**src/rtl/program_loader.sv**
```systemverilog
// Purpose : byte-stream boot loader; parses {LEN_LO, LEN_HI, N x (DATA_LO, DATA_HI), CHK}
//           and writes each halfword into CPU program memory, holding the CPU in reset until
//           a frame completes with a good checksum.
// Latency : write strobe 1 cycle after the DATA_HI transfer (max 1 halfword / 3 cycles);
//           cpu_reset_o drops 1 cycle after a matching CHK transfer.
// Backpressure: byte_ready_o is a pure function of state (high only in LEN_LO, LEN_HI,
//           DATA_LO, DATA_HI, CHK); the loader waits indefinitely for byte_valid_i.
//
// Ports:
//   clk_i, reset_i           clock, synchronous active-low reset
//   start_i                  begin a load (honoured in IDLE, DONE, ERROR only)
//   byte_i/_valid_i/_ready_o incoming framed byte stream, valid/ready handshake
//   program_mem_write_en_o   one-cycle write strobe per halfword
//   instruction_o            halfword being written
//   instruction_addr_o       write address (BASE_ADDR + k*ADDR_STEP, wraps mod 2^32)
//   cpu_reset_o              active-high CPU reset, low only in DONE
//   done_o / error_o         levels: good load / bad checksum or oversize length
module program_loader #(
  parameter logic [31:0] BASE_ADDR     = 32'h0000_0000,
  parameter logic [31:0] ADDR_STEP     = 32'd2,
  parameter int unsigned MAX_HALFWORDS = 1024
) (
  input  logic        clk_i,
  input  logic        reset_i,
  input  logic        start_i,
  input  logic [7:0]  byte_i,
  input  logic        byte_valid_i,
  output logic        byte_ready_o,
  output logic        program_mem_write_en_o,
  output logic [15:0] instruction_o,
  output logic [31:0] instruction_addr_o,
  output logic        cpu_reset_o,
  output logic        done_o,
  output logic        error_o
);

  typedef enum logic [3:0] {
    ST_IDLE,
    ST_LEN_LO,
    ST_LEN_HI,
    ST_DATA_LO,
    ST_DATA_HI,
    ST_WRITE,
    ST_CHK,
    ST_DONE,
    ST_ERROR
  } state_e;

  state_e      state_q, state_d;
  logic [15:0] count_q, count_d;   // halfwords still to be written
  logic [7:0]  lo_q, lo_d;         // low byte latch, shared by length and data phases
  logic [7:0]  chk_q, chk_d;       // running XOR of payload bytes
  logic [15:0] instr_q, instr_d;
  logic [31:0] addr_q, addr_d;

  logic        xfer;
  logic [15:0] len_w;

  assign xfer  = byte_valid_i & byte_ready_o;
  assign len_w = {byte_i, lo_q};

  always_ff @(posedge clk_i) begin
    if (!reset_i) begin
      state_q <= ST_IDLE;
      count_q <= 16'd0;
      lo_q    <= 8'd0;
      chk_q   <= 8'd0;
      instr_q <= 16'd0;
      addr_q  <= BASE_ADDR;
    end else begin
      state_q <= state_d;
      count_q <= count_d;
      lo_q    <= lo_d;
      chk_q   <= chk_d;
      instr_q <= instr_d;
      addr_q  <= addr_d;
    end
  end

  always_comb begin
    state_d                = state_q;
    count_d                = count_q;
    lo_d                   = lo_q;
    chk_d                  = chk_q;
    instr_d                = instr_q;
    addr_d                 = addr_q;
    byte_ready_o           = 1'b0;
    program_mem_write_en_o = 1'b0;

    case (state_q)
      ST_IDLE, ST_DONE, ST_ERROR: begin
        if (start_i) begin
          addr_d  = BASE_ADDR;
          chk_d   = 8'd0;
          count_d = 16'd0;
          state_d = ST_LEN_LO;
        end
      end

      ST_LEN_LO: begin
        byte_ready_o = 1'b1;
        if (xfer) begin
          lo_d    = byte_i;
          state_d = ST_LEN_HI;
        end
      end

      ST_LEN_HI: begin
        byte_ready_o = 1'b1;
        if (xfer) begin
          count_d = len_w;
          if (32'(len_w) > MAX_HALFWORDS) begin
            state_d = ST_ERROR;
          end else if (len_w == 16'd0) begin
            state_d = ST_CHK;
          end else begin
            state_d = ST_DATA_LO;
          end
        end
      end

      ST_DATA_LO: begin
        byte_ready_o = 1'b1;
        if (xfer) begin
          lo_d    = byte_i;
          chk_d   = chk_q ^ byte_i;
          state_d = ST_DATA_HI;
        end
      end

      ST_DATA_HI: begin
        byte_ready_o = 1'b1;
        if (xfer) begin
          instr_d = {byte_i, lo_q};
          chk_d   = chk_q ^ byte_i;
          state_d = ST_WRITE;
        end
      end

      ST_WRITE: begin
        // Address and data are held for the strobe cycle; the address steps on exit
        // so the next halfword sees the advanced value.
        program_mem_write_en_o = 1'b1;
        addr_d                 = addr_q + ADDR_STEP;
        count_d                = count_q - 16'd1;
        state_d                = (count_q == 16'd1) ? ST_CHK : ST_DATA_LO;
      end

      ST_CHK: begin
        byte_ready_o = 1'b1;
        if (xfer) begin
          state_d = (byte_i == chk_q) ? ST_DONE : ST_ERROR;
        end
      end

      default: begin
        state_d = ST_IDLE;
      end
    endcase
  end

  assign instruction_o      = instr_q;
  assign instruction_addr_o = addr_q;
  assign done_o             = (state_q == ST_DONE);
  assign error_o            = (state_q == ST_ERROR);
  // The CPU runs only once a frame has verified.
  assign cpu_reset_o        = (state_q != ST_DONE);

endmodule
```
**config.mk**
```make
export PLATFORM = sky130hd
export DESIGN_NAME = program_loader
export DESIGN_NICKNAME = d
export VERILOG_FILES = /design/src/rtl/program_loader.sv
export SDC_FILE = /design/constraint.sdc
export NUM_CORES = 1
export LEC_CHECK = 0
export ABC_AREA = 1
export BUFFER_PORTS_ARGS = -buffer_cell sky130_fd_sc_hd__buf_2
export CAP_MARGIN = 20
export CORE_ASPECT_RATIO = 1.4
export CORE_UTILIZATION = 40
export DETAILED_ROUTE_END_ITERATION = 10
export PLACE_DENSITY = 0.7
export SYNTH_ARGS = -nofsm -noshare
export SYNTH_HDL_FRONTEND = slang
export SYNTH_SLANG_ARGS = --single-unit
```
**constraint.sdc**
```tcl
create_clock -name clk_i -period 3.3 [get_ports clk_i]
set_clock_uncertainty 0.2 [all_clocks]
set_input_delay 0.165 -clock clk_i [delete_from_list [all_inputs] [get_ports clk_i]]
set_output_delay 0.165 -clock clk_i [all_outputs]
set_load 0.1 [all_outputs]
```
After elaboration in Yosys (flattened, before gate mapping)
Cells that the tools add are included.
{"block": "classes", "add_sub_neg": 2, "order_cmp": 1, "n_eq_ne": 18, "muxes": 21, "n_bitwise": 2, "reduce_logical": 15}
{"cell": "case mux 32 bit (2 select lines)", "n": 1}
{"cell": "case mux 16 bit (3 select lines)", "n": 1}
{"cell": "adder 32 x 2 -> 32 bit, second input constant", "n": 1}
{"cell": "two-way mux 16 bit", "n": 2}
{"cell": "two-way mux 32 bit", "n": 1}
{"cell": "two-way mux 4 bit", "n": 8}
{"cell": "case mux 4 bit (7 select lines)", "n": 1}
{"cell": "== test 16 x 1 -> 1 bit, second input constant", "n": 1}
{"cell": "== test 4 x 3 -> 1 bit, second input constant", "n": 4}
{"cell": "> comparator 16 x 11 -> 1 bit, second input constant", "n": 1}
{"cell": "zero test 16 bit", "n": 1}
{"cell": "two-way mux 8 bit", "n": 2}
{"cell": "case mux 8 bit (2 select lines)", "n": 1}
{"cell": "subtractor 16 x 1 -> 16 bit, second input constant", "n": 1}
{"cell": "!= test 2 bit, second input constant", "n": 6}
{"cell": "== test 4 x 2 -> 1 bit, second input constant", "n": 2}
{"cell": "== test 8 bit", "n": 1}
{"cell": "XOR 8 bit", "n": 1}
{"cell": "two-way mux 3 bit", "n": 2}
{"cell": "AND reduction 2 bit", "n": 3}
{"cell": "AND reduction 3 bit", "n": 2}
{"cell": "AND reduction 6 bit", "n": 1}
{"cell": "OR reduction 5 bit", "n": 1}
{"cell": "== test 4 x 1 -> 1 bit, second input constant", "n": 1}
{"cell": "other kinds (10)", "n": 13}
{"block": "word_totals", "ff_bits": 84, "input_bits": 12, "output_inout_bits": 53, "wordCells": 65}

Logic depth before layout (Yosys ltp)
Gate-level depths: netlist (run 1).
{"block": "depth", "word_depth": 6, "depth_mapped": 11, "mapped_depth_nobuf": 11}

Worst setup path before layout (run 1)
No wires, ideal clock.
{"block": "synth_path", "path_kind": "register -> register", "start": "register addr_q[1], in the netlist instruction_addr_o[1]", "end": "register addr_q[17], in the netlist instruction_addr_o[17]", "setup_time_ns": 0.117, "arrival_time_ns": 2.240, "required_time_ns": 2.983, "path_slack_ns": 0.743, "path_stages_with_launch": 11, "path_buffers": 0, "synth_period_minus_slack_ns": 2.557, "path_cell_list": "dfxtp_1 -> ha_1 -> nand3_1 -> inv_1 -> nand2_1 -> nor2_1 -> nand2_1 -> nor2_4 -> nand2_1 -> o21ai_1 -> nor2_1"}
{"block": "synth_via", "elab_chain_cells": 2}
{"element": "start, declared", "line_no": "54", "text": "logic [31:0] addr_q, addr_d;"}
{"element": "start signal, assigned", "line_no": "76", "text": "addr_q <= addr_d;"}
{"element": "adder 32 x 2 -> 32 bit", "line_no": "144", "text": "addr_d = addr_q + ADDR_STEP;"}
{"element": "case mux 32 bit (2 select lines)", "line_no": "90", "text": "case (state_q)"}
No other way between the ends.
A chain may end at the register's enable or synchronous reset.

Final worst setup path (run 1)
{"block": "layout_path", "start": "register state_q[1]", "end": "output byte_ready_o"}
{"block": "layout_via", "elab_chain_cells": 3, "elab_cells_between_ends": 7, "classes_between": "eq/ne (5); mux (1); reduce/logical (1)"}
{"element": "start, declared", "line_no": "49", "text": "state_e state_q, state_d;"}
{"element": "start signal, assigned", "line_no": "71", "text": "state_q <= state_d;"}
{"element": "== test 4 x 3 -> 1 bit, or another cell as far along", "line_no": "90"}
{"element": "OR reduction 5 bit (no source line) *"}
{"element": "two-way mux 1 bit *", "line_no": "90"}
{"element": "end, declared", "line_no": "28", "text": "output logic byte_ready_o,"}
Mark *: on every way between the ends. The rest lies on a longest branch, timed or not.

==> flow_summary_export.csv, run 1 <==
group,metric,value,unit
detailed_routing,detail_route.vias_per_cell,5.16,
worst_setup_path,start_kind,"flip-flop",
clock_network,cts_buffers,9,
pwr,powerDensity,634,nW/um^2
clock_network,cts_tree,"yes",
placed_design,io_buffers,63,
synthesis,yosysSeqAreaShare,0.353,
synthesis,ys.warnings.count,0,
synthesis,ys_types,38,
worst_setup_path,slowest_stage,"dfxtp_1",
worst_setup_path,path_class,"reg2out",
clock_network,cts_root_buf,"clkbuf_16",
cells_and_area,antennaDiodeCount,0,
die,dieArea,12200,sq um
clock_network,clk_pin_slew,0.06,ns
worst_setup_path,crit_fanout,18,
cells_and_area,fin_util,0.475,
worst_setup_path,arrival,2.14,ns
flow_run,maxCapViolations,0,
die,die_w,93.7,um
synthesis,yosysTopAreaCell,"dfxtp_1",
synthesis,syn_inst,741,
pwr,vdd_drop_max,0.347,mV
cells_and_area,fin_cells,947,
timing,slew_headroom,0.541,
synthesis,syn_nets,756,
placed_design,place.gp.congestion,0.899,
pwr,power.switching,1.41,mW
cells_and_area,nets,815,
clock_network,clk_path_buf_depth,2,
placed_design,dpl_cell_area,5080,sq um
synthesis,synth_top_area_share,0.353,
worst_setup_path,endpoint_kind,"primary output",
pwr,p_comb_frac,0.364,
detailed_routing,routedWlPerCell,13.8,um
placed_design,place_ws,1.17,ns
cells_and_area,layout-area-overhead-vs-synth,15.0,%
timing,hold_viol_final,0,
timing,grt_setup_unrepaired,"no",
pwr,power.internal,2.02,mW
timing,setup_viol,0,
pwr,p_leak,2.17,nW
worst_setup_path,crit_chain,"nor2_2 > nand2_1 > clkinv_1 > nor2_1 > nand4_1 > buf_2",
timing,worstMarginPinSlew,0.685,ns
detailed_routing,postRouteAntennaNets,0,
grt,grt_use_total,0.225,
worst_setup_path,worstPathRequired,2.93,ns
timing,postLayoutSetupSlackWorst,0.791,ns
synthesis,syn_area,4710,sq um
detailed_routing,drc,0,
pwr,pwr-share-seq,0.364,
cells_and_area,drive_above_1_share,0.133,
placed_design,dp_cells,926,
grt,grt_pass1_vias,4454,
pwr,switching_share,0.412,
clock_network,cts-htree-levels,3,
run_status,status,"finished, final reports clean",
die,io_pins,65,
worst_hold_path,hp-class,"in2reg",
detailed_routing,vias,4888,
synthesis,ys_ff_latch,83,
detailed_routing,totalWireLength,13100,um
synthesis,synth_area_leaders,"dfxtp_1 35%, nand2_1 15%, nor2_1 9.2%",
clock_network,numClockSinks,83,
timing,fin_crit,2.51,ns
die,start_util,0.413,
die,core-area,11400,sq um
timing,period_share,0.760,
worst_setup_path,cpPeakStageDelay,0.51,ns
die,die_h,130,um
timing,fmax,399,MHz
detailed_routing,drtPass1Iterations,4,
grt,grt_pass1_wl,21500,um
die,core.rowCount,46,
grt,gr-total-overflow,0,
cells_and_area,stdcell_area,5420,sq um
detailed_routing,dr.first_iter.drc_count,219,
grt,antenna_found_initial,0,
pwr,pwr-share-clk,0.273,
placed_design,hpwl,9620,um
clock_network,post-cts-setup-buffers,0,
timing,slew_viol_final,0,
cells_and_area,final_cell_mix,"184 x nand2_1, 115 x nor2_1, 83 x dfxtp_1",
grt,grt_max_degree,38,
timing,fin_setup_tns,0,ns
synthesis,syn_avg_cell_area,6.36,sq um
cells_and_area,layout_commonest_cell,"nand2_1",
clock_network,clkLatencyLatePin,0.34,ns
cells_and_area,fill_cells,1188,
[final timing paths]
kind	cells after the start	start	to	slack (ns)
worst min-delay path	3	byte_i[7]	instruction_o[15]$_SDFFE_PN0P_	0.01
worst max register to register	9	state_q[1]$_SDFFE_PN0P_	count_q[14]$_SDFFE_PN0P_	1.19
worst min register to register	2	instruction_o[10]$_SDFFE_PN0P_	instruction_o[10]$_SDFFE_PN0P_	0.26
worst max-delay path	6	state_q[1]$_SDFFE_PN0P_	byte_ready_o	0.79
[power by group through the flow]
| stage | combinational [mW] | sequential, mW | clock, mW |
|---|---|---|---|
| 2_1_floorplan | 1.02 | 1.25 | 0 |
| 4_1_cts | 1.24 | 1.25 | 0.952 |
| 3_5_place_dp | 1.23 | 1.27 | 0 |
| 3_3_place_gp | 1.23 | 1.27 | 0 |
| 6_report | 1.25 | 1.25 | 0.936 |
| 5_1_grt | 1.40 | 1.27 | 0.995 |
[critical path, delay by kind of cell, from the launching register on]
kind          cells  cell delay, ns
flops             1            0.51
buf+inv           2            0.74
simple gates      4            0.54
[state kept, by name, indices dropped and copies added (netlist names)]
register	count
instruction_o	16
instruction_addr_o	31
state_q	4
count_q	16
lo_q	8
chk_q	8
[per-layer routing]
metal | track usage | vias to the layer above | wire (um)
met5 | 0 | - | 0
met4 | 0.0950 | 0 | 410
met3 | 0.0365 | 26 | 617
met2 | 0.408 | 151 | 6640
met1 | 0.260 | 2192 | 5420
li1 | - | 2519 | -
[repair_timing]
action                                  in CTS  in global routing
endpoints found under the setup margin       0                  0
hold buffers                                 7                  0
gates resized for setup                      0                  0
endpoints found under the hold margin        7                  0
[per-stage QoR]
| step | hold slack [ns] | total power, mW |
|---|---|---|
| final | 0.0101 | 3.43 |
| after global placement | 0.251 | 2.49 |
| after detailed placement | 0.252 | 2.50 |
| after CTS | 0.00637 | 3.44 |
| after global routing | 0.0195 | 3.67 |
| after floorplan | 0.132 | 2.27 |
[cell usage after synthesis]
cell        n
o211ai_1    1
nor3_4      1
buf_2       6
ha_1        3
nand3_1    61
xor2_1      6
conb_1      1
or2_2       2
nand4_2     1
nand4_1     5
o21ai_2     1
o21a_1      1
o21ai_1    18
nor3b_1     2
buf_6       4
a22oi_1     1
a21oi_1    70
nand2_2     6
inv_1      68
buf_4       4
nor2_4      5
nor2_2      2
nand3_2     3
xnor2_1     5
o22ai_1     7
clkinv_1    3
nor3_1     21
inv_4       2
a211oi_1    1
clkbuf_1    9
dfxtp_1    83
nand2_1   184
buf_1       1
a311oi_1    1
o21ai_0    32
inv_2       2
nand2_4     3
nor2_1    115
[cells by family (layout without fill, tap and decap cells)]
logic type / after synthesis / in the layout / synth area share
AND/OR/NAND/NOR: 411 / 411 / 0.380
other: 1 / 1 / 0.000796
buffers and inverters: 99 / 161 / 0.0911
flip-flops: 83 / 83 / 0.353
AO/OA/AOI/OAI: 133 / 133 / 0.147
adder cells (fa/ha/maj): 3 / 3 / 0.00797
XOR/XNOR: 11 / 11 / 0.0205
[area by class of cell]
type / instances / area [sq um] / area share
multi-input cells: 559 / 2620 / 0.484
flip-flops and latches: 83 / 1660 / 0.307
repair buffers: 72 / 400 / 0.0739
inverters: 75 / 287 / 0.0529
clock buffers: 10 / 239 / 0.0441
well taps: 144 / 180 / 0.0333
clock inverters: 4 / 28.8 / 0.00531
(Power assumes the default switching activity.)
==> run 2, diff against run 1 <==
clock period = 2.33 ns   (was 3.3 ns; I/O delays follow)
==> run 2 against run 1 <==
- sequential power rose by 42%
- first-iteration DRC count rose by 20%
- clock-buffer cell count rose by 1
- critical endpoint is now program_mem_write_en_o
- via count rose by 1.3%
- clock power rose by 57%
- highest routed layer unchanged
- final area rose by 1.9%
- largest cell class unchanged
==> flow_summary_export.csv, run 2 (synthesis results as in run 1) <==
group,metric,value,unit
timing,worstMarginPinSlew,0.555,ns
cells_and_area,final_cell_mix,"184 x nand2_1, 115 x nor2_1, 74 x dfxtp_1",
timing,grt_setup_unrepaired,"no",
timing,period_share,0.943,
timing,fmax,455,MHz
clock_network,cts_tree,"yes",
worst_hold_path,hp-class,"in2reg",
timing,slew_headroom,0.629,
placed_design,io_buffers,63,
die,die_h,130,um
cells_and_area,fin_cells,955,
timing,setup_viol,0,
cells_and_area,nets,822,
clock_network,cts_root_buf,"clkbuf_16",
worst_setup_path,start_kind,"flip-flop",
detailed_routing,vias,4953,
placed_design,dp_cells,932,
detailed_routing,detail_route.vias_per_cell,5.19,
timing,finalHoldWorstSlack,0.0257,ns
pwr,pwr-share-seq,0.353,
worst_setup_path,endpoint_kind,"primary output",
flow_run,maxCapViolations,0,
clock_network,cts_buffers,9,
detailed_routing,drc,0,
worst_setup_path,critPathBufInv,3,
placed_design,place_ws,0.330,ns
worst_setup_path,cp_top_family,"buffers and inverters",
cells_and_area,antennaDiodeCount,0,
timing,fin_crit,2.20,ns
timing,slew_viol_final,0,
run_status,status,"finished, final reports clean",
clock_network,numClockSinks,83,
detailed_routing,routedWlPerCell,14.0,um
worst_setup_path,worstPathRequired,2.01,ns
pwr,switching_share,0.399,
clock_network,post-cts-setup-buffers,0,
cells_and_area,layout-area-overhead-vs-synth,17.2,%
die,core-area,11400,sq um
detailed_routing,drtPass1Iterations,5,
grt,grt_max_degree,26,
detailed_routing,dr.first_iter.drc_count,263,
cells_and_area,fin_util,0.485,
clock_network,clkLatencyLatePin,0.34,ns
worst_setup_path,path_class,"reg2out",
worst_setup_path,slowest_stage,"dfxtp_1",
die,dieArea,12200,sq um
cells_and_area,drive_above_1_share,0.153,
timing,postLayoutSetupSlackWorst,0.133,ns
pwr,p_leak,2.23,nW
grt,gr-total-overflow,0,
cells_and_area,fill_cells,1222,
clock_network,clk_pin_slew,0.06,ns
grt,grt_pass1_wl,22100,um
worst_setup_path,arrival,1.88,ns
die,io_pins,65,
die,die_w,93.7,um
worst_setup_path,crit_fanout,21,
pwr,powerDensity,907,nW/um^2
pwr,vdd_drop_max,0.590,mV
detailed_routing,totalWireLength,13400,um
timing,hold_viol_final,0,
pwr,power.switching,2.00,mW
grt,grt_use_total,0.232,
worst_setup_path,crit_chain,"inv_2 > nor2_4 > nand2_4 > inv_4 > buf_4",
die,core.rowCount,46,
detailed_routing,postRouteAntennaNets,0,
clock_network,cts-htree-levels,3,
pwr,pwr-share-clk,0.293,
pwr,p_comb_frac,0.354,
placed_design,place.gp.congestion,0.932,
worst_setup_path,cpPeakStageDelay,0.48,ns
die,start_util,0.413,
grt,grt_pass1_vias,4648,
timing,fin_setup_tns,0,ns
cells_and_area,largest_reg_flops,31,
grt,antenna_found_initial,0,
pwr,power.internal,3.01,mW
cells_and_area,layout_commonest_cell,"nand2_1",
placed_design,hpwl,9880,um
clock_network,clk_path_buf_depth,2,
-- run 2: changes by cell type in the layout (fill, tap and decap cells not counted) --
cell / delta
buf_2: -1
clkbuf_8: +1
clkinv_1: -1
dfxtp_2: +9
buf_4: +7
clkinv_4: -1
clkinv_2: +1
dfxtp_1: -9
dlygate4sd3_1: +1
bufinv_16: +1
-- run 2: final timing paths --
check / from / to / slack [ns] / cells after the start
max: state_q[0]$_SDFFE_PN0P_ / program_mem_write_en_o / 0.13 / 5
min: reset_i / count_q[15]$_SDFFE_PN0P_ / 0.03 / 3
max reg2reg: state_q[0]$_SDFFE_PN0P_ / instruction_addr_o[30]$_SDFFE_PN0P_ / 0.31 / 9
min reg2reg: instruction_addr_o[1]$_SDFFE_PN0P_ / instruction_addr_o[1]$_SDFFE_PN0P_ / 0.26 / 1
-- run 2: final cells by class --
type / count / area (sq um) / share of cell area
Clock buffer: 11 / 253 / 0.0458
Clock inverter: 4 / 50.0 / 0.00906
Inverter: 75 / 288 / 0.0521
Multi-Input combinational cell: 559 / 2620 / 0.475
Sequential cell: 83 / 1670 / 0.303
Tap cell: 144 / 180 / 0.0326
Timing Repair Buffer: 79 / 458 / 0.0829
-- run 2: power by group through the flow --
stage / Clock (mW) / Sequential, mW / Combinational (mW)
2_1_floorplan: 0 / 1.77 / 1.44
6_report: 1.47 / 1.77 / 1.77
4_1_cts: 1.49 / 1.77 / 1.76
5_1_grt: 1.56 / 1.80 / 2.01
3_3_place_gp: 0 / 1.80 / 1.73
3_5_place_dp: 0 / 1.80 / 1.74
-- run 2: metal layers --
layer  track usage  wire length (um)  vias to the layer above
met5             0                 0                        -
met4         0.119               405                        0
met3        0.0388               647                       33
met2         0.416              6880                      147
met1         0.261              5480                     2241
li1              -                 -                     2532
-- run 2: tightest hold or removal path, delay by kind of cell --
kind / cells / cell delay, ns
buffers and inverters: 1 / 0.24
AND/OR/NAND/NOR: 1 / 0.12
AO/OA/AOI/OAI: 1 / 0.03
-- run 2: per-stage QoR --
step                      power [mW]  area, sq um
final                           5.01         5520
after global routing            5.36         5520
after CTS                       5.02         5520
after detailed placement        3.53         5140
after global placement          3.53         5140
after floorplan                 3.21         4720
-- run 2: repair_timing --
action | in CTS | in global routing
endpoints found under the hold margin | 13 | 0
resized for setup | 1 | 0
setup endpoints to repair | 1 | 0
hold buffers | 8 | 0
